===== src/rtl/chopper_pkg.sv =====
// Shared types and widths for the per-coil chopper timer sequencer.
// Both channel FSMs and the top level import this package.
package chopper_pkg;

   localparam int BLANK_W = 8;
   localparam int MINON_W = 8;
   localparam int OFF_W   = 10;
   localparam int PRESC_W = 8;

   typedef enum logic [1:0] {
      IDLE  = 2'd0,
      BLANK = 2'd1,
      ON    = 2'd2,
      OFF   = 2'd3
   } chop_state_t;

endpackage


===== src/rtl/chopper_channel.sv =====
// One coil's chopper FSM: blank / minimum-on / off timers
// and a saturating count of OFF entries.
module chopper_channel
   import chopper_pkg::*;
#(
   parameter int CNT_W = 16
) (
   input  logic               clk,
   input  logic               reset,
   input  logic               enable,
   input  logic               tick,
   input  logic               step_restart,
   input  logic               offtimer_en,
   input  logic               stats_clear,
   input  logic [BLANK_W-1:0] cfg_blank,
   input  logic [MINON_W-1:0] cfg_min_on,
   input  logic [OFF_W-1:0]   cfg_off_time,
   output logic [BLANK_W-1:0] blank_timer,
   output logic [MINON_W-1:0] minimum_on_timer,
   output logic [OFF_W-1:0]   off_timer,
   output logic [1:0]         chop_state,
   output logic [CNT_W-1:0]   chop_count
);

   chop_state_t        state_q, state_d;
   logic [BLANK_W-1:0] blank_q, blank_d, blank_dec;
   logic [MINON_W-1:0] minon_q, minon_d, minon_dec;
   logic [OFF_W-1:0]   off_q, off_d, off_dec;
   logic [CNT_W-1:0]   count_q, count_d, count_inc;
   logic               reload;

   assign blank_dec = (tick && blank_q != '0) ? blank_q - 1'b1 : blank_q;
   assign minon_dec = (tick && minon_q != '0) ? minon_q - 1'b1 : minon_q;
   assign off_dec   = (off_q != '0) ? off_q - 1'b1 : off_q;
   assign count_inc = (count_q == '1) ? count_q : count_q + 1'b1;

   always_comb begin
      state_d = state_q;
      blank_d = blank_q;
      minon_d = minon_q;
      off_d   = off_q;
      count_d = count_q;
      reload  = 1'b0;
      if (!enable) begin
         state_d = IDLE;
         blank_d = '0;
         minon_d = '0;
         off_d   = '0;
      end else begin
         unique case (state_q)
            IDLE: reload = 1'b1;
            BLANK: begin
               blank_d = blank_dec;
               minon_d = minon_dec;
               if (blank_q == '0) state_d = ON;
            end
            ON: begin
               minon_d = minon_dec;
               if (step_restart) begin
                  reload = 1'b1;
               end else if (offtimer_en && cfg_off_time != '0) begin
                  state_d = OFF;
                  off_d   = cfg_off_time;
                  count_d = count_inc;
               end
            end
            OFF: begin
               if (step_restart) begin
                  reload = 1'b1;
               end else if (tick) begin
                  minon_d = minon_dec;
                  off_d   = off_dec;
                  if (off_q <= OFF_W'(1)) reload = 1'b1;
               end
            end
            default: state_d = IDLE;
         endcase
      end
      // min_on deliberately survives OFF entry; only a reload restarts it
      if (reload) begin
         state_d = BLANK;
         blank_d = cfg_blank;
         minon_d = cfg_min_on;
         off_d   = '0;
      end
      if (stats_clear) count_d = '0;
   end

   always_ff @(posedge clk) begin
      if (reset) begin
         state_q <= IDLE;
         blank_q <= '0;
         minon_q <= '0;
         off_q   <= '0;
         count_q <= '0;
      end else begin
         state_q <= state_d;
         blank_q <= blank_d;
         minon_q <= minon_d;
         off_q   <= off_d;
         count_q <= count_d;
      end
   end

   assign blank_timer      = blank_q;
   assign minimum_on_timer = minon_q;
   assign off_timer        = off_q;
   assign chop_state       = state_q;
   assign chop_count       = count_q;

endmodule


===== src/rtl/chopper_timer_sequencer.sv =====
// Two-coil chopper timer sequencer: shared tick prescaler and
// commutation step detection feeding one FSM per coil.
module chopper_timer_sequencer
   import chopper_pkg::*;
#(
   parameter int CLK_DIV = 1,
   parameter int CNT_W   = 16
) (
   input  logic               clk,
   input  logic               reset,
   input  logic               enable,
   input  logic [7:0]         phase_ct,
   input  logic               offtimer_en0,
   input  logic               offtimer_en1,
   input  logic [BLANK_W-1:0] cfg_blank,
   input  logic [MINON_W-1:0] cfg_min_on,
   input  logic [OFF_W-1:0]   cfg_off_time,
   input  logic               cfg_step_restart,
   input  logic               stats_clear,
   output logic [BLANK_W-1:0] blank_timer0,
   output logic [BLANK_W-1:0] blank_timer1,
   output logic [MINON_W-1:0] minimum_on_timer0,
   output logic [MINON_W-1:0] minimum_on_timer1,
   output logic [OFF_W-1:0]   off_timer0,
   output logic [OFF_W-1:0]   off_timer1,
   output logic [1:0]         chop_state0,
   output logic [1:0]         chop_state1,
   output logic [CNT_W-1:0]   chop_count0,
   output logic [CNT_W-1:0]   chop_count1
);

   localparam logic [PRESC_W-1:0] PRESC_MAX = PRESC_W'(CLK_DIV - 1);

   logic [PRESC_W-1:0] presc_q;
   logic [7:0]         phase_q;
   logic               tick;
   logic               step_evt;
   logic               step_restart;

   assign tick         = (presc_q == PRESC_MAX);
   assign step_evt     = (phase_ct != phase_q);
   assign step_restart = cfg_step_restart & step_evt;

   always_ff @(posedge clk) begin
      if (reset) begin
         presc_q <= '0;
         phase_q <= '0;
      end else begin
         presc_q <= tick ? '0 : presc_q + 1'b1;
         phase_q <= phase_ct;
      end
   end

   chopper_channel #(.CNT_W(CNT_W)) u_ch0 (
      .clk              (clk),
      .reset            (reset),
      .enable           (enable),
      .tick             (tick),
      .step_restart     (step_restart),
      .offtimer_en      (offtimer_en0),
      .stats_clear      (stats_clear),
      .cfg_blank        (cfg_blank),
      .cfg_min_on       (cfg_min_on),
      .cfg_off_time     (cfg_off_time),
      .blank_timer      (blank_timer0),
      .minimum_on_timer (minimum_on_timer0),
      .off_timer        (off_timer0),
      .chop_state       (chop_state0),
      .chop_count       (chop_count0)
   );

   chopper_channel #(.CNT_W(CNT_W)) u_ch1 (
      .clk              (clk),
      .reset            (reset),
      .enable           (enable),
      .tick             (tick),
      .step_restart     (step_restart),
      .offtimer_en      (offtimer_en1),
      .stats_clear      (stats_clear),
      .cfg_blank        (cfg_blank),
      .cfg_min_on       (cfg_min_on),
      .cfg_off_time     (cfg_off_time),
      .blank_timer      (blank_timer1),
      .minimum_on_timer (minimum_on_timer1),
      .off_timer        (off_timer1),
      .chop_state       (chop_state1),
      .chop_count       (chop_count1)
   );

endmodule


===== config.mk =====
export PLATFORM = sky130hd
export DESIGN_NAME = chopper_timer_sequencer
export DESIGN_NICKNAME = d
export VERILOG_FILES = /design/src/rtl/chopper_pkg.sv /design/src/rtl/chopper_channel.sv /design/src/rtl/chopper_timer_sequencer.sv
export SDC_FILE = /design/constraint.sdc
export NUM_CORES = 1
export LEC_CHECK = 0
export BUFFER_PORTS_ARGS = -buffer_cell sky130_fd_sc_hd__buf_4
export CAP_MARGIN = 10
export CORE_UTILIZATION = 50
export CTS_BUF_LIST = sky130_fd_sc_hd__clkbuf_8
export DETAILED_ROUTE_END_ITERATION = 6
export GPL_ROUTABILITY_DRIVEN = 0
export HOLD_SLACK_MARGIN = 0.03
export PLACE_DENSITY = 0.77
export SLEW_MARGIN = 20
export SYNTH_ARGS = -nofsm -noshare
export SYNTH_HDL_FRONTEND = slang
export SYNTH_SLANG_ARGS = --single-unit
export TNS_END_PERCENT = 100

===== constraint.sdc =====
create_clock -name clk -period 2.35 [get_ports clk]
set_clock_uncertainty 0.1 [all_clocks]
set_input_delay 0.235 -clock clk [delete_from_list [all_inputs] [get_ports clk]]
set_output_delay 0.235 -clock clk [all_outputs]
set_load 0.02 [all_outputs]

== Word level (Yosys, flattened, before mapping) ==
Cells that the tools add are included.

* Output and inout bits: 88
* Word-level logic and storage cells: 164
* Register bits: 104

* Magnitude comparators: 2
* Add/sub/neg operators: 9
* Eq/ne operators: 39
* Bitwise gates (word level): 5
* Mux-type cells: 55
* Reduce and logical (&&, ||, !) cells: 40

{| class="wikitable"
|+ Operator list
! cell !! number
|-
| 8-bit 2-to-1 mux || 18
|-
| 10-bit 2-to-1 mux || 10
|-
| 10-bit case mux with 2 select lines || 2
|-
| 16-bit by 1-bit adder with 16-bit output, second input constant || 2
|-
| 16-bit == test, second input constant || 2
|-
| 8-bit case mux with 2 select lines || 2
|-
| 8-bit nonzero test || 4
|-
| 8-bit by 1-bit subtractor with 8-bit output, second input constant || 4
|-
| 10-bit nonzero test || 3
|-
| 8-bit logical NOT || 3
|-
| 4-bit by 2-bit inequality test with 1-bit output, second input constant || 6
|-
| 4-bit by 3-bit inequality test with 1-bit output, second input constant || 6
|-
| 10-bit by 1-bit <= comparator with 1-bit output, second input constant || 2
|-
| 10-bit by 1-bit subtractor with 10-bit output, second input constant || 2
|-
| 4-bit AND reduction || 4
|-
| 1-bit 2-to-1 mux || 13
|-
| 2-bit 2-to-1 mux || 6
|-
| 2-bit by 1-bit inequality test with 1-bit output, second input constant || 6
|-
| 2-bit inequality test, second input constant || 6
|-
| 3-bit by 1-bit inequality test with 1-bit output, second input constant || 4
|-
| 6-bit AND reduction || 2
|-
| 5-bit AND reduction || 2
|-
| 8-bit by 1-bit adder with 8-bit output, second input constant || 1
|-
| 2-bit == test, second input constant || 4
|-
| other kinds (14) || 36
|}

== Logic depth before layout (Yosys ltp) ==
Gate-level depths: netlist of run 1.

* Depth in word-level cells: 8
* Gate-level depth with buffers: 9
* Gate-level depth less buffers: 8

== Cells and area by module ==
A second synthesis of run 1 with hierarchy kept.

* Cell total of the unflattened synthesis: 732
* Area total of the unflattened synthesis: 6050.8 µm²

{| class="wikitable"
|+ By module, submodules not included
! module !! cells each !! times used !! sequential area each (µm²) !! area an instance (µm²)
|-
| chopper_channel || 332 || 2 || 880.8 || 2687.6
|-
| chopper_timer_sequencer || 68 || 1 || 320.3 || 675.6
|}

== Worst setup path after synthesis of run 1 ==
Ideal clock, no wire load.

* Kind: reg-to-reg
* Start point: register u_ch1.off_q[0], in the netlist u_ch1.off_timer[0]
* End point: register u_ch1.minon_q[7], in the netlist u_ch1.minimum_on_timer[7]
* Clock period less this slack: 2.394 ns
* Arrival time: 2.173 ns
* Stages on the path, launching flop included: 8
* Path slack: -0.044 ns
* Required time: 2.129 ns
* Cell sequence: dfxtp_1 > inv_1 > ha_1 > o211a_1 > a32oi_1 > a22oi_1 > nor3_2 > mux2_2

* Longest elaborated chain between the ends: 8
* Elaborated cells on any way between the ends: 11
* Those cells by class: order compare (1); eq/ne (3); mux (6); reduce/logical (1)

{| class="wikitable"
|+ Ends and longest elaborated chain
! item !! RTL line !! source
|-
| start: declaration || chopper_channel.sv:28 || <nowiki>logic [OFF_W-1:0] off_q, off_d, off_dec;</nowiki>
|-
| start signal: assignment || chopper_channel.sv:94 || <nowiki>off_q <= '0;</nowiki>
|-
| start signal: assignment || chopper_channel.sv:100 || <nowiki>off_q <= off_d;</nowiki>
|-
| 10-bit by 1-bit <= comparator with 1-bit output (*) || chopper_channel.sv:73 || <nowiki>if (off_q <= OFF_W'(1)) reload = 1'b1;</nowiki>
|-
| 1-bit 2-to-1 mux (*) || chopper_channel.sv:73 ||
|-
| 1-bit 2-to-1 mux (*) || chopper_channel.sv:70 || <nowiki>end else if (tick) begin</nowiki>
|-
| 1-bit 2-to-1 mux (*) || chopper_channel.sv:68 || <nowiki>if (step_restart) begin</nowiki>
|-
| 1-bit case mux with 3 select lines (*) || chopper_channel.sv:50 || <nowiki>unique case (state_q)</nowiki>
|-
| 1-bit 2-to-1 mux (*) || chopper_channel.sv:44 || <nowiki>if (!enable) begin</nowiki>
|-
| 4-bit by 3-bit inequality test with 1-bit output (no line) / 4-bit by 2-bit inequality test with 1-bit output (equally long branches) || n/a ||
|-
| 3-bit AND reduction (no line) || n/a ||
|-
| end signal: assignment || chopper_channel.sv:99 || <nowiki>minon_q <= minon_d;</nowiki>
|-
| end: declaration || chopper_channel.sv:27 || <nowiki>logic [MINON_W-1:0] minon_q, minon_d, minon_dec;</nowiki>
|}

Mark *: on every way between the ends. The rest lies on a longest branch, timed or not.
A chain may end at the register's enable or synchronous reset.

== Worst setup path in the final report of run 1 ==
* Start point: register phase_q[0]
* End point: register u_ch0.off_q[0], in the netlist u_ch0.off_timer[0]

* Longest elaborated chain between the ends: 6
* Elaborated cells on any way between the ends: 10
* Those cells by class: eq/ne (3); mux (4); bitwise (1); reduce/logical (2)

{| class="wikitable"
|+ Ends and longest elaborated chain
! item !! RTL line !! source
|-
| start: declaration || chopper_timer_sequencer.sv:35 || <nowiki>logic [7:0] phase_q;</nowiki>
|-
| start signal: assignment || chopper_timer_sequencer.sv:50 || <nowiki>phase_q <= phase_ct;</nowiki>
|-
| 8-bit inequality test (*) || chopper_timer_sequencer.sv:41 || <nowiki>assign step_evt = (phase_ct != phase_q);</nowiki>
|-
| 1-bit AND (*) || chopper_timer_sequencer.sv:42 || <nowiki>assign step_restart = cfg_step_restart & step_evt;</nowiki>
|-
| 1-bit 2-to-1 mux (on tied branches) || chopper_channel.sv:68, chopper_channel.sv:59 ||
|-
| 1-bit case mux with 3 select lines || chopper_channel.sv:50 ||
|-
| 1-bit 2-to-1 mux || chopper_channel.sv:44 ||
|-
| 3-bit OR reduction (no line) || n/a ||
|-
| end signal: assignment || chopper_channel.sv:94 ||
|-
| end signal: assignment || chopper_channel.sv:100 ||
|-
| end: declaration || chopper_channel.sv:28 ||
|}

Marked as above.

==> run metrics, run 1 <==
setup slack at placement=-0.0261 ns; asr flop ratio synth=0%; Final Hold Fails=0; Yosys cell types=73; Die Y=112 um; Avg Inst Size Synth=8.19 um^2; final core utilization=67.5%; Fin Setup TNS=0 ns; global-route wire length before repair=28600 um; total vias in the final route=6335; Clk pin slew, worst setup/hold paths=roughly 0.10 ns; Synth Net Count=798; CTS Sinks=104; Reg2Reg Capture Point=u_ch0.off_timer[0]; # fillers=942; number of antenna violations at the first check in global routing=0; most frequent cell after synthesis=dfxtp_1; commonest register cell after synthesis=dfxtp_1; multi-input logic area=~3800 um^2; crit-path cells=xor2_1 > nor4_4 > a21bo_2 > buf_12 > o211a_2 > o21ai_0 > a221oi_1; fin nets=969; status=complete, but fails checks; area grow syn2layout=30.0%; Die Area=between 10000 and 15000 um^2; final worst-path cycle share=between 90% and 100%; clk_lat worst skew=0.39 ns; Final WS setup=0.0972 ns; H-tree Lvls=3; Synth top cells by count=dfxtp_1 (104), a21oi_1 (65), nor2_1 (57), nand2_1 (52), o21ai_0 (46); root buffer cell=clkbuf_8; CTS tree=yes; cts bufs inserted=9; Critical Path Max Stage Delay=0.40 ns; Tot GR Track Use=28.1%; required time worst endpoint=2.55 ns; post-synth top area cell=dfxtp_1; critical path type=register to register; FMAX=444 MHz; CP endpoint kind=register; DRT antenna net count=0; max-cap violations=0; DR pass1 iterations=7; # setup viols final=0; fin crit period=2.25 ns; type of the most critical hold path=input pin to register; Max Slew Vio Count=0; # port buffers=128; vias in the first global route=5972; area share of the largest cell type after synthesis=34.7%; Max VDD drop=0.303 mV; wire per inst=16.7 um; failing checks=design-rule violations; Antenna diodes=0; row count=39; placed inst area=7360 um^2; pin count of the biggest net entering global routing=27; Die Wd=112 um; Fin Hold WS=0.0591 ns; GRT overflow=0; Starting Density=between 50% and 60%; Area contributors post-synth=dfxtp_1 (35%), a21oi_1 (5.4%), ha_1 (5.0%); #FFs+latches synth=104; worst reg2reg path startpoint=phase_q[0]; Rel. slew slack=58.8%; CP startpoint kind=register; hold_sp=cfg_blank[0]; Mapped Area=6010 um^2; fraction of layout cells with a size suffix above 1=25.4%; cells after synthesis=733; residual DRC count=24; reg2reg setup slack=0.1 ns; Leak=3.10 nW; Post-synth EDFFs=0; fin area=7810 um^2; clock tree buffer depth=2; slowest cell on the critical path=nor4_4; Seq/Total Area, Yosys=34.7%; Synth warnings=0; initial detailed-routing violation count=613; register area=~2100 um^2; post-DP HPWL=12900 um; crit path DAT=around 2.5 ns; FF-to-FF path depth=7; largest fanout on the critical path=19; Min-Delay Endpoint=u_ch0.blank_timer[0]; Placeable Area=11600 um^2; Routed Wire Length=17600 um; P per Cell Area=450 nW/um^2; Via density=~6; IO Pins=around 130; hold path cells=3; Slew @ Worst Pin=0.616 ns
per-stage QoR:
stage	total power, W	instances
floorplan	0.00222	733
global placement	0.00244	1017
detailed placement	0.00246	1017
CTS	0.00352	1047
global route	0.00366	1051
finish	0.00352	1051
what timing repair did:
action	in CTS	in global routing
resized for setup	0	24
endpoints found under the hold margin	16	0
setup buffers	0	4
setup endpoints to repair	0	53
hold buffers	15	0
metal layers:
metal  vias up  routed length [um]  share of wire [%]  global-route usage, %
li1       3019                   -                  -                      -
met1      2981                7340                 42                   35.4
met2       304                8580                 49                   48.2
met3        31                1400                8.0                   5.66
met4         0                 280                1.6                   9.10
met5         -                   0                  0                      0
critical path: cells and delay by family, from the launching register on:
kind,cells,cell delay [ns]
AND/OR/NAND/NOR,1,0.40
flip-flops,1,0.32
AO/OA/AOI/OAI,4,0.98
buffers and inverters,1,0.17
XOR/XNOR,1,0.18
cells by family after synthesis:
group	Yosys count	synth area share, %
and+or+nand+nor	284	26.1
adders and majority gates	24	5.00
buffers and inverters	65	4.23
muxes	15	2.58
DFF	104	34.7
xor gates and xnor gates	46	6.71
AOI/OAI and AO/OA	195	20.8
report_power, final:
| part | switching [W] | leakage, nW | internal [W] |
|---|---|---|---|
| Combinational | 0.000339 | 2.18 | 0.000283 |
| Clock | 0.000662 | 0.0781 | 0.000385 |
| Sequential | 0.0000454 | 0.846 | 0.00180 |
| Total | 0.00105 | 3.10 | 0.00247 |
state kept, by name, indices dropped and copies added (netlist names):
register and cells:
u_ch0.off_timer 10, phase_q 8, u_ch1.blank_timer 8, u_ch0.minimum_on_timer 8
u_ch1.chop_count 16, u_ch1.off_timer 10, u_ch0.chop_state 2, presc_q 8
u_ch0.chop_count 16, u_ch1.minimum_on_timer 8, u_ch1.chop_state 2, u_ch0.blank_timer 8
worst max-delay path by stage:
stage                             startpoint                        end  slack [ns]  cells after the start
after floorplan           u_ch1.off_timer[0]  u_ch1.minimum_on_timer[7]        0.04                      7
after global placement           phase_ct[6]       u_ch1.chop_count[15]        0.04                      7
after detailed placement         phase_ct[6]       u_ch1.chop_count[15]       -0.03                      7
after CTS                         phase_q[6]       u_ch1.chop_count[15]       0.008                      6
after global routing              phase_q[2]       u_ch1.chop_count[12]       -0.01                      7
final                             phase_q[0]         u_ch0.off_timer[0]         0.1                      7
cells in the final DEF, fill, tap and decap left out, types with 4 or more instances in the layout:
cell type and instances:
nand4b_1 5, nor3_1 26, a31oi_1 8, inv_1 37
and2_1 4, or3_1 11, nor2b_1 20, mux2i_1 11
and4_1 5, and3_1 13, nor2_1 56, nand3_1 28
buf_4 169, dlygate4sd3_1 15, a211oi_1 14, nand4_1 13
o22ai_1 4, nand2b_1 5, clkbuf_8 9, ha_1 24
dfxtp_1 102, a21oi_2 4, xnor2_1 17, or4_1 13
o211ai_1 8, xor2_1 29, o31ai_1 10, o21ai_0 45
nand2_1 51, nor4_1 9, a21oi_1 62, mux2_2 4
layout make-up:
cell class | count | area share, %
Multi-Input combinational cell | 564 | 48.3
Sequential cell | 104 | 26.7
Timing Repair Buffer | 187 | 18.7
Tap cell | 143 | 2.29
Inverter | 38 | 1.83
Clock buffer | 9 | 1.59
Clock inverter | 6 | 0.577
Power figures use the tool's default switching activity.
==> run 2, diff against run 1 <==
--- a/config.mk
+++ b/config.mk
@@ -5,14 +5,14 @@
 export SDC_FILE = /design/constraint.sdc
 export NUM_CORES = 1
 export LEC_CHECK = 0
+export ABC_AREA = 1
 export BUFFER_PORTS_ARGS = -buffer_cell sky130_fd_sc_hd__buf_4
 export CAP_MARGIN = 10
-export CORE_UTILIZATION = 50
+export CORE_UTILIZATION = 40
 export CTS_BUF_LIST = sky130_fd_sc_hd__clkbuf_8
 export DETAILED_ROUTE_END_ITERATION = 6
 export GPL_ROUTABILITY_DRIVEN = 0
 export HOLD_SLACK_MARGIN = 0.03
-export PLACE_DENSITY = 0.77
 export SLEW_MARGIN = 20
 export SYNTH_ARGS = -nofsm -noshare
 export SYNTH_HDL_FRONTEND = slang
==> run 2 against run 1 <==
Net effect: the flow now finishes without violations; combinational power grew 45%; register-to-register slack gained 0.13 ns; hold slack gained 0.043 ns; die area grew 38%; cell area grew 7.0%; critical endpoint is now u_ch0.off_timer[8]; largest power group unchanged.
==> run metrics, run 2 <==
commonest non-fill, non-tap cell in the layout=nand2_1; Die Area=17200 um^2 (+38%); fraction of layout cells with a size suffix above 1=18.6% (-6.9 points); area grow syn2layout=25.0%; Synth top cells by count=nand2_1 (239), nor2_1 (141), inv_1 (137), dfxtp_1 (104), nand3_1 (79); cells after synthesis=1043 (+42%); DRT antenna net count=0 (unchanged); register area=2080 um^2 (-0.12%); postcts setup bufs=0 (unchanged); Reg2Reg Capture Point=u_ch1.blank_timer[3]; Yosys cell types=40 (-45%); Antenna diodes=0 (unchanged); initial detailed-routing violation count=419 (-32%); clk_lat worst skew=0.38 ns (about the same); Max Slew Vio Count=0 (unchanged); Placed Cells=1389 (+37%); #FFs+latches synth=104 (unchanged); commonest register cell after synthesis=dfxtp_1; Die Wd=131 um (+18%); RSZ-0062 raised after global routing=false; residual DRC count=0 (-100%); Final Hold Fails=0 (unchanged); root buffer cell=clkbuf_8; Routed Wire Length=19000 um (+7.9%); fin nets=1257 (+30%); H-tree Lvls=3 (unchanged); Avg Inst Size Synth=6.40 um^2 (-22%); global-route wire length before repair=31100 um (+9.0%); Leak=3.78 nW (+22%); largest fanout on the critical path=24 (+5); DR pass1 iterations=5 (-2); Critical Path Max Stage Delay=0.54 ns (+0.14 ns); CTS tree=yes; row count=46 (+18%); asr flop ratio synth=0% (unchanged); status=completed; Via density=4.90 (-19%); P per Cell Area=479 nW/um^2 (+6.4%); most used cell, CP=nand2_1; cts bufs inserted=9 (unchanged); CP startpoint kind=input pin; final worst-path cycle share=94.4% (-1.4 points); reg2reg setup slack=0.23 ns (+0.13 ns); FMAX=451 MHz (+1.5%); Rel. slew slack=65.4% (+6.6 points); logic gate share of total power=22.5% (+4.8 points); CP top delay family=simple AND/OR/NAND/NOR gates; Slew @ Worst Pin=0.519 ns (-0.0968 ns); total vias in the final route=6920 (+9.2%); Area contributors post-synth=dfxtp_1 (31%), nand2_1 (13%), nor2_1 (7.9%); crit-path cells=dlygate4sd3_1 > buf_4 > inv_1 > nand2_1 > nand2_1 > nand2_1 > nor2_2 > nand2_2 > nand2_4 > inv_2 > nand2_4 > nand3_4 > nand2_8 > nand3_1 > buf_6 > nor3_1; CP endpoint kind=register; final core utilization=51.8% (-16 points); Clk pin slew, worst setup/hold paths=0.10 ns (about the same); # port buffers=128 (unchanged); clock tree buffer depth=2 (unchanged); pin count of the biggest net entering global routing=40 (+48%); CP Depth=16 (+9); crit path DAT=2.43 ns (-0.02 ns); multi-input logic area=3920 um^2 (+4.0%); Fin Hold WS=0.102 ns (+0.0428 ns); placed inst area=8000 um^2 (+8.7%); Seq/Total Area, Yosys=31.2% (-3.5 points); post-synth top area cell=dfxtp_1; fin area=8350 um^2 (+7.0%); share of total power in the clock network=30.0% (+0.2 points); Max VDD drop=0.321 mV (+6.0%); Placeable Area=16100 um^2 (+39%); Synth warnings=0 (unchanged); critical path type=input pin to register; commonest cells after routing, fill and taps aside=nand2_1 (239), buf_4 (159), nor2_1 (137), inv_1 (135), dfxtp_1 (104); Tot GR Track Use=22.0% (-6.1 points); slowest cell on the critical path=dlygate4sd3_1; switching share of total power=31.6% (+1.9 points); max-cap violations=0 (unchanged); IO Pins=129 (unchanged); Seq pwr share=47.5% (-5.0 points); fin crit period=2.22 ns (-0.0335 ns); Post-synth EDFFs=0 (unchanged); area share of the largest cell type after synthesis=31.2% (-3.5 points); GRT overflow=0 (unchanged); most frequent cell after synthesis=nand2_1; Starting Density=41.5% (-10 points); post-DP HPWL=14300 um (+11%); Pint=0.00273 W (+11%); number of antenna violations at the first check in global routing=0 (unchanged); Worst Setup EP=u_ch0.off_timer[8]; # fillers=1708 (+81%); vias in the first global route=6295 (+5.4%); Synth Net Count=1108 (+39%); Critical Path Start=phase_ct[1]; Fin Setup TNS=0 ns (unchanged); CTS Sinks=104 (unchanged); NetSw=0.00127 W (+21%); # setup viols final=0 (unchanged); Buf/Inv on CP=5 (+4); wire per inst=13.4 um (-20%); worst reg2reg path startpoint=presc_q[0]; FF-to-FF path depth=12 (+5); required time worst endpoint=2.56 ns (about the same); type of the most critical hold path=input pin to register; non-filler instance count after layout=1412 (+34%); Die Y=131 um (+18%); Mapped Area=6680 um^2 (+11%)
==> run 2: layer usage <==
layer  GRT usage, %  vias up  part of all wire [%]
met2           36.8      161                    46
li1               -     3651                     -
met1           28.4     3088                    47
met4           6.21        0                   1.6
met5              0        -                     0
met3           4.75       20                   5.0
==> run 2: tightest hold or removal path: cells and delay by family <==
kind	cells	cell delay, ns
buffers and inverters	1	0.10
AOI/OAI and AO/OA	2	0.22
==> run 2: cell families (layout without fill, tap and decap cells) <==
logic type / count (synthesis) / after routing / share of synthesized area [%]
buffers and inverters: 177 / 330 / 10.8
DFF: 104 / 104 / 31.2
adders and majority gates: 24 / 24 / 4.50
xor gates and xnor gates: 32 / 32 / 4.20
AOI/OAI and AO/OA: 142 / 142 / 11.7
and+or+nand+nor: 564 / 564 / 37.6
==> run 2: what timing repair did <==
action                                  4_1_cts  5_1_grt
hold buffers                                  8        0
resized for setup                             0       17
endpoints found under the setup margin        0       48
endpoints found under the hold margin         8        0
==> run 2: how the worst min path moves through the flow <==
| stage | endpoint | cells after the start | slack, ns | start |
|---|---|---|---|---|
| after CTS | u_ch0.off_timer[1] | 3 | 0.08 | cfg_off_time[1] |
| after floorplan | phase_q[0] | 2 | 0.24 | phase_ct[0] |
| after detailed placement | presc_q[0] | 1 | 0.34 | presc_q[0] |
| final | u_ch0.off_timer[1] | 3 | 0.10 | cfg_off_time[1] |
| after global placement | presc_q[0] | 1 | 0.33 | presc_q[0] |
| after global routing | u_ch0.off_timer[1] | 3 | 0.09 | cfg_off_time[1] |
==> run 2: layout make-up <==
class	count	share of cell area, %
Clock inverter	4	0.644
Clock buffer	11	1.81
Tap cell	216	3.24
Inverter	145	6.59
Timing Repair Buffer	170	15.8
Sequential cell	104	24.9
Multi-Input combinational cell	762	47.0
==> run 2: power groups by stage <==
stage / Combinational [W] / Clock, W / Sequential, W
floorplan: 0.000534 / 0 / 0.00199
global placement: 0.000879 / 0 / 0.00194
detailed placement: 0.000879 / 0 / 0.00194
CTS: 0.000893 / 0.00126 / 0.00190
global route: 0.00101 / 0.00131 / 0.00191
finish: 0.000902 / 0.00120 / 0.00190
==> run 2: through the flow <==
| stage | power (W) | worst slack, ns |
|---|---|---|
| CTS | 0.00405 | 0.0470 |
| detailed placement | 0.00282 | 0.156 |
| floorplan | 0.00252 | 0.312 |
| global route | 0.00423 | 0.00498 |
| finish | 0.00400 | 0.131 |
| global placement | 0.00282 | 0.162 |
==> run 3, diff against run 2 <==
--- a/config.mk
+++ b/config.mk
@@ -8,11 +8,13 @@
 export ABC_AREA = 1
 export BUFFER_PORTS_ARGS = -buffer_cell sky130_fd_sc_hd__buf_4
 export CAP_MARGIN = 10
-export CORE_UTILIZATION = 40
+export CORE_UTILIZATION = 52
 export CTS_BUF_LIST = sky130_fd_sc_hd__clkbuf_8
 export DETAILED_ROUTE_END_ITERATION = 6
 export GPL_ROUTABILITY_DRIVEN = 0
 export HOLD_SLACK_MARGIN = 0.03
+export PLACE_DENSITY = 0.79
+export RECOVER_POWER = 25
 export SLEW_MARGIN = 20
 export SYNTH_ARGS = -nofsm -noshare
 export SYNTH_HDL_FRONTEND = slang
==> run 3 against run 2 <==
Net effect: the flow now finishes with violations (design-rule violations); sequential cell count unchanged; non-clock buffer count shrank 14; hold slack gained 0.0042 ns; global-route usage rose by 5.5 points; power rose by 0.50%; combinational power fell by 2.4%; critical path type unchanged; critical endpoint is now u_ch0.off_timer[1]; largest cell class unchanged; largest power group unchanged.
==> run metrics, run 3 (same netlist as run 2, synthesis figures left out) <==
Antenna diodes=0 (unchanged); Reg2Reg Capture Point=u_ch1.minimum_on_timer[0]; required time worst endpoint=2.58 ns (+0.02 ns); Critical Path Start=phase_ct[7]; reg2reg setup slack=0.17 ns (-0.06 ns); max-cap violations=0 (unchanged); type of the most critical hold path=input pin to register; vias in the first global route=6311 (+0.25%); Max VDD drop=0.343 mV (+6.7%); wire per inst=13.2 um (-1.8%); placed inst area=7830 um^2 (-2.2%); residual DRC count=1 (+1); Fin Hold WS=0.106 ns (+0.00423 ns); Die Y=115 um (-12%); CTS Sinks=104 (unchanged); DR pass1 iterations=7 (+2); clk_lat worst skew=0.39 ns (about the same); postcts setup bufs=0 (unchanged); Worst Setup EP=u_ch0.off_timer[1]; FF-to-FF path depth=13 (+1); clock tree buffer depth=2 (unchanged); status=complete, but fails checks; # setup viols final=0 (unchanged); Rel. slew slack=65.1% (-0.28 points); commonest non-fill, non-tap cell in the layout=nand2_1; fin nets=1243 (-1.1%); initial detailed-routing violation count=569 (+36%); Via density=5.30 (+8.2%); global-route wire length before repair=29400 um (-5.7%); final worst-path cycle share=93.9% (-0.58 points); H-tree Lvls=3 (unchanged); # fillers=1219 (-29%); root buffer cell=clkbuf_8; failing checks=design-rule violations; Placeable Area=12600 um^2 (-22%); crit path DAT=2.43 ns (about the same); row count=41 (-11%); Routed Wire Length=17900 um (-5.7%); fin crit period=2.21 ns (-0.0137 ns); DRT antenna net count=0 (unchanged); IO Pins=129 (unchanged); Tot GR Track Use=27.5% (+5.5 points); GRT overflow=0 (unchanged); number of antenna violations at the first check in global routing=0 (unchanged); fin area=8050 um^2 (-3.7%); FMAX=453 MHz (+0.62%); CP startpoint kind=input pin; Clk pin slew, worst setup/hold paths=0.10 ns (about the same); critical path type=input pin to register; cts bufs inserted=9 (unchanged); Die Area=13300 um^2 (-23%); P per Cell Area=500 nW/um^2 (+4.3%); Final Hold Fails=0 (unchanged); post-DP HPWL=13300 um (-7.0%); pin count of the biggest net entering global routing=46 (+15%); CP endpoint kind=register; commonest cells after routing, fill and taps aside=nand2_1 (238), nor2_1 (139), inv_1 (136), dfxtp_1 (104), buf_4 (103); area grow syn2layout=20.4%; fraction of layout cells with a size suffix above 1=14.0% (-4.5 points); largest fanout on the critical path=11 (-54%); Die Wd=115 um (-12%); # port buffers=128 (unchanged); Leak=3.55 nW (-6.0%); setup slack at placement=0.192 ns (+0.0358 ns); Max Slew Vio Count=0 (unchanged); CTS tree=yes; Starting Density=53.2% (+12 points); total vias in the final route=7185 (+3.8%); Final WS setup=0.144 ns (+0.0137 ns); worst reg2reg path startpoint=u_ch1.chop_state[0]; Slew @ Worst Pin=0.523 ns (+0.00352 ns); Fin Setup TNS=0 ns (unchanged)
## run 3: cell count changes in the layout (fill, tap and decap cells not counted), sizes merged
cell	delta
clkbuf	+42
bufinv	+1
buf	-58
inv	+2
## run 3: worst min-delay path by stage
stage | cells after the start | end | start
after floorplan | 2 | phase_q[0] | phase_ct[0]
after global placement | 1 | presc_q[0] | presc_q[0]
after detailed placement | 1 | presc_q[0] | presc_q[0]
after CTS | 5 | u_ch1.minimum_on_timer[0] | cfg_min_on[0]
after global routing | 5 | u_ch1.minimum_on_timer[0] | cfg_min_on[0]
final | 5 | u_ch1.minimum_on_timer[0] | cfg_min_on[0]
## run 3: final cells by class
| type | instances | area (um^2) | area share (%) |
|---|---|---|---|
| timing repair buffer | 156 | 1050 | 13.1 |
| sequential | 104 | 2080 | 25.9 |
| inverter | 145 | 548 | 6.81 |
| clock inverter | 7 | 96.3 | 1.20 |
| multi-input combinational | 762 | 3930 | 48.8 |
| clock buffer | 9 | 124 | 1.54 |
| tap | 172 | 215 | 2.67 |
## run 3: power by group
part / leakage [nW] / switching, W / internal (W)
clock: 0.107 / 0.000643 / 0.000601
combinational: 2.59 / 0.000537 / 0.000343
sequential: 0.846 / 0.0000737 / 0.00182
## run 3: critical path, cell delays in order
cell           delay (ns)
dlygate4sd3_1        0.54
clkbuf_4             0.14
inv_1                0.06
nand2_1              0.05
nand2_1              0.05
nand2_1              0.05
nor2_1               0.13
nand2_2              0.12
nand2_4              0.15
nand2_1              0.12
nand2_1              0.10
nand3_2              0.20
inv_2                0.22
o211ai_1             0.13
a21oi_2              0.14
## run 3: per-layer routing
| layer | share of wire, % | wire length, um | up-vias | global-route usage (%) |
|---|---|---|---|---|
| li1 | - | - | 3629 | - |
| met1 | 44 | 7950 | 3237 | 35.4 |
| met2 | 46 | 8150 | 263 | 44.5 |
| met3 | 6.6 | 1190 | 56 | 4.85 |
| met4 | 3.4 | 617 | 0 | 13.3 |
| met5 | 0 | 0 | - | 0 |
## run 3: what timing repair did
item | CTS | global route
setup endpoints to repair | 0 | 35
hold buffers | 8 | 0
hold endpoints to repair | 8 | 0
gates resized for setup | 0 | 15
## run 3: metrics by stage
stage	power (W)	std cells	util (%)
detailed placement	0.00280	1331	62.3
finish	0.00402	1355	64.0
CTS	0.00405	1355	64.7
global placement	0.00279	1331	62.3
floorplan	0.00252	1043	-
global route	0.00423	1355	64.0
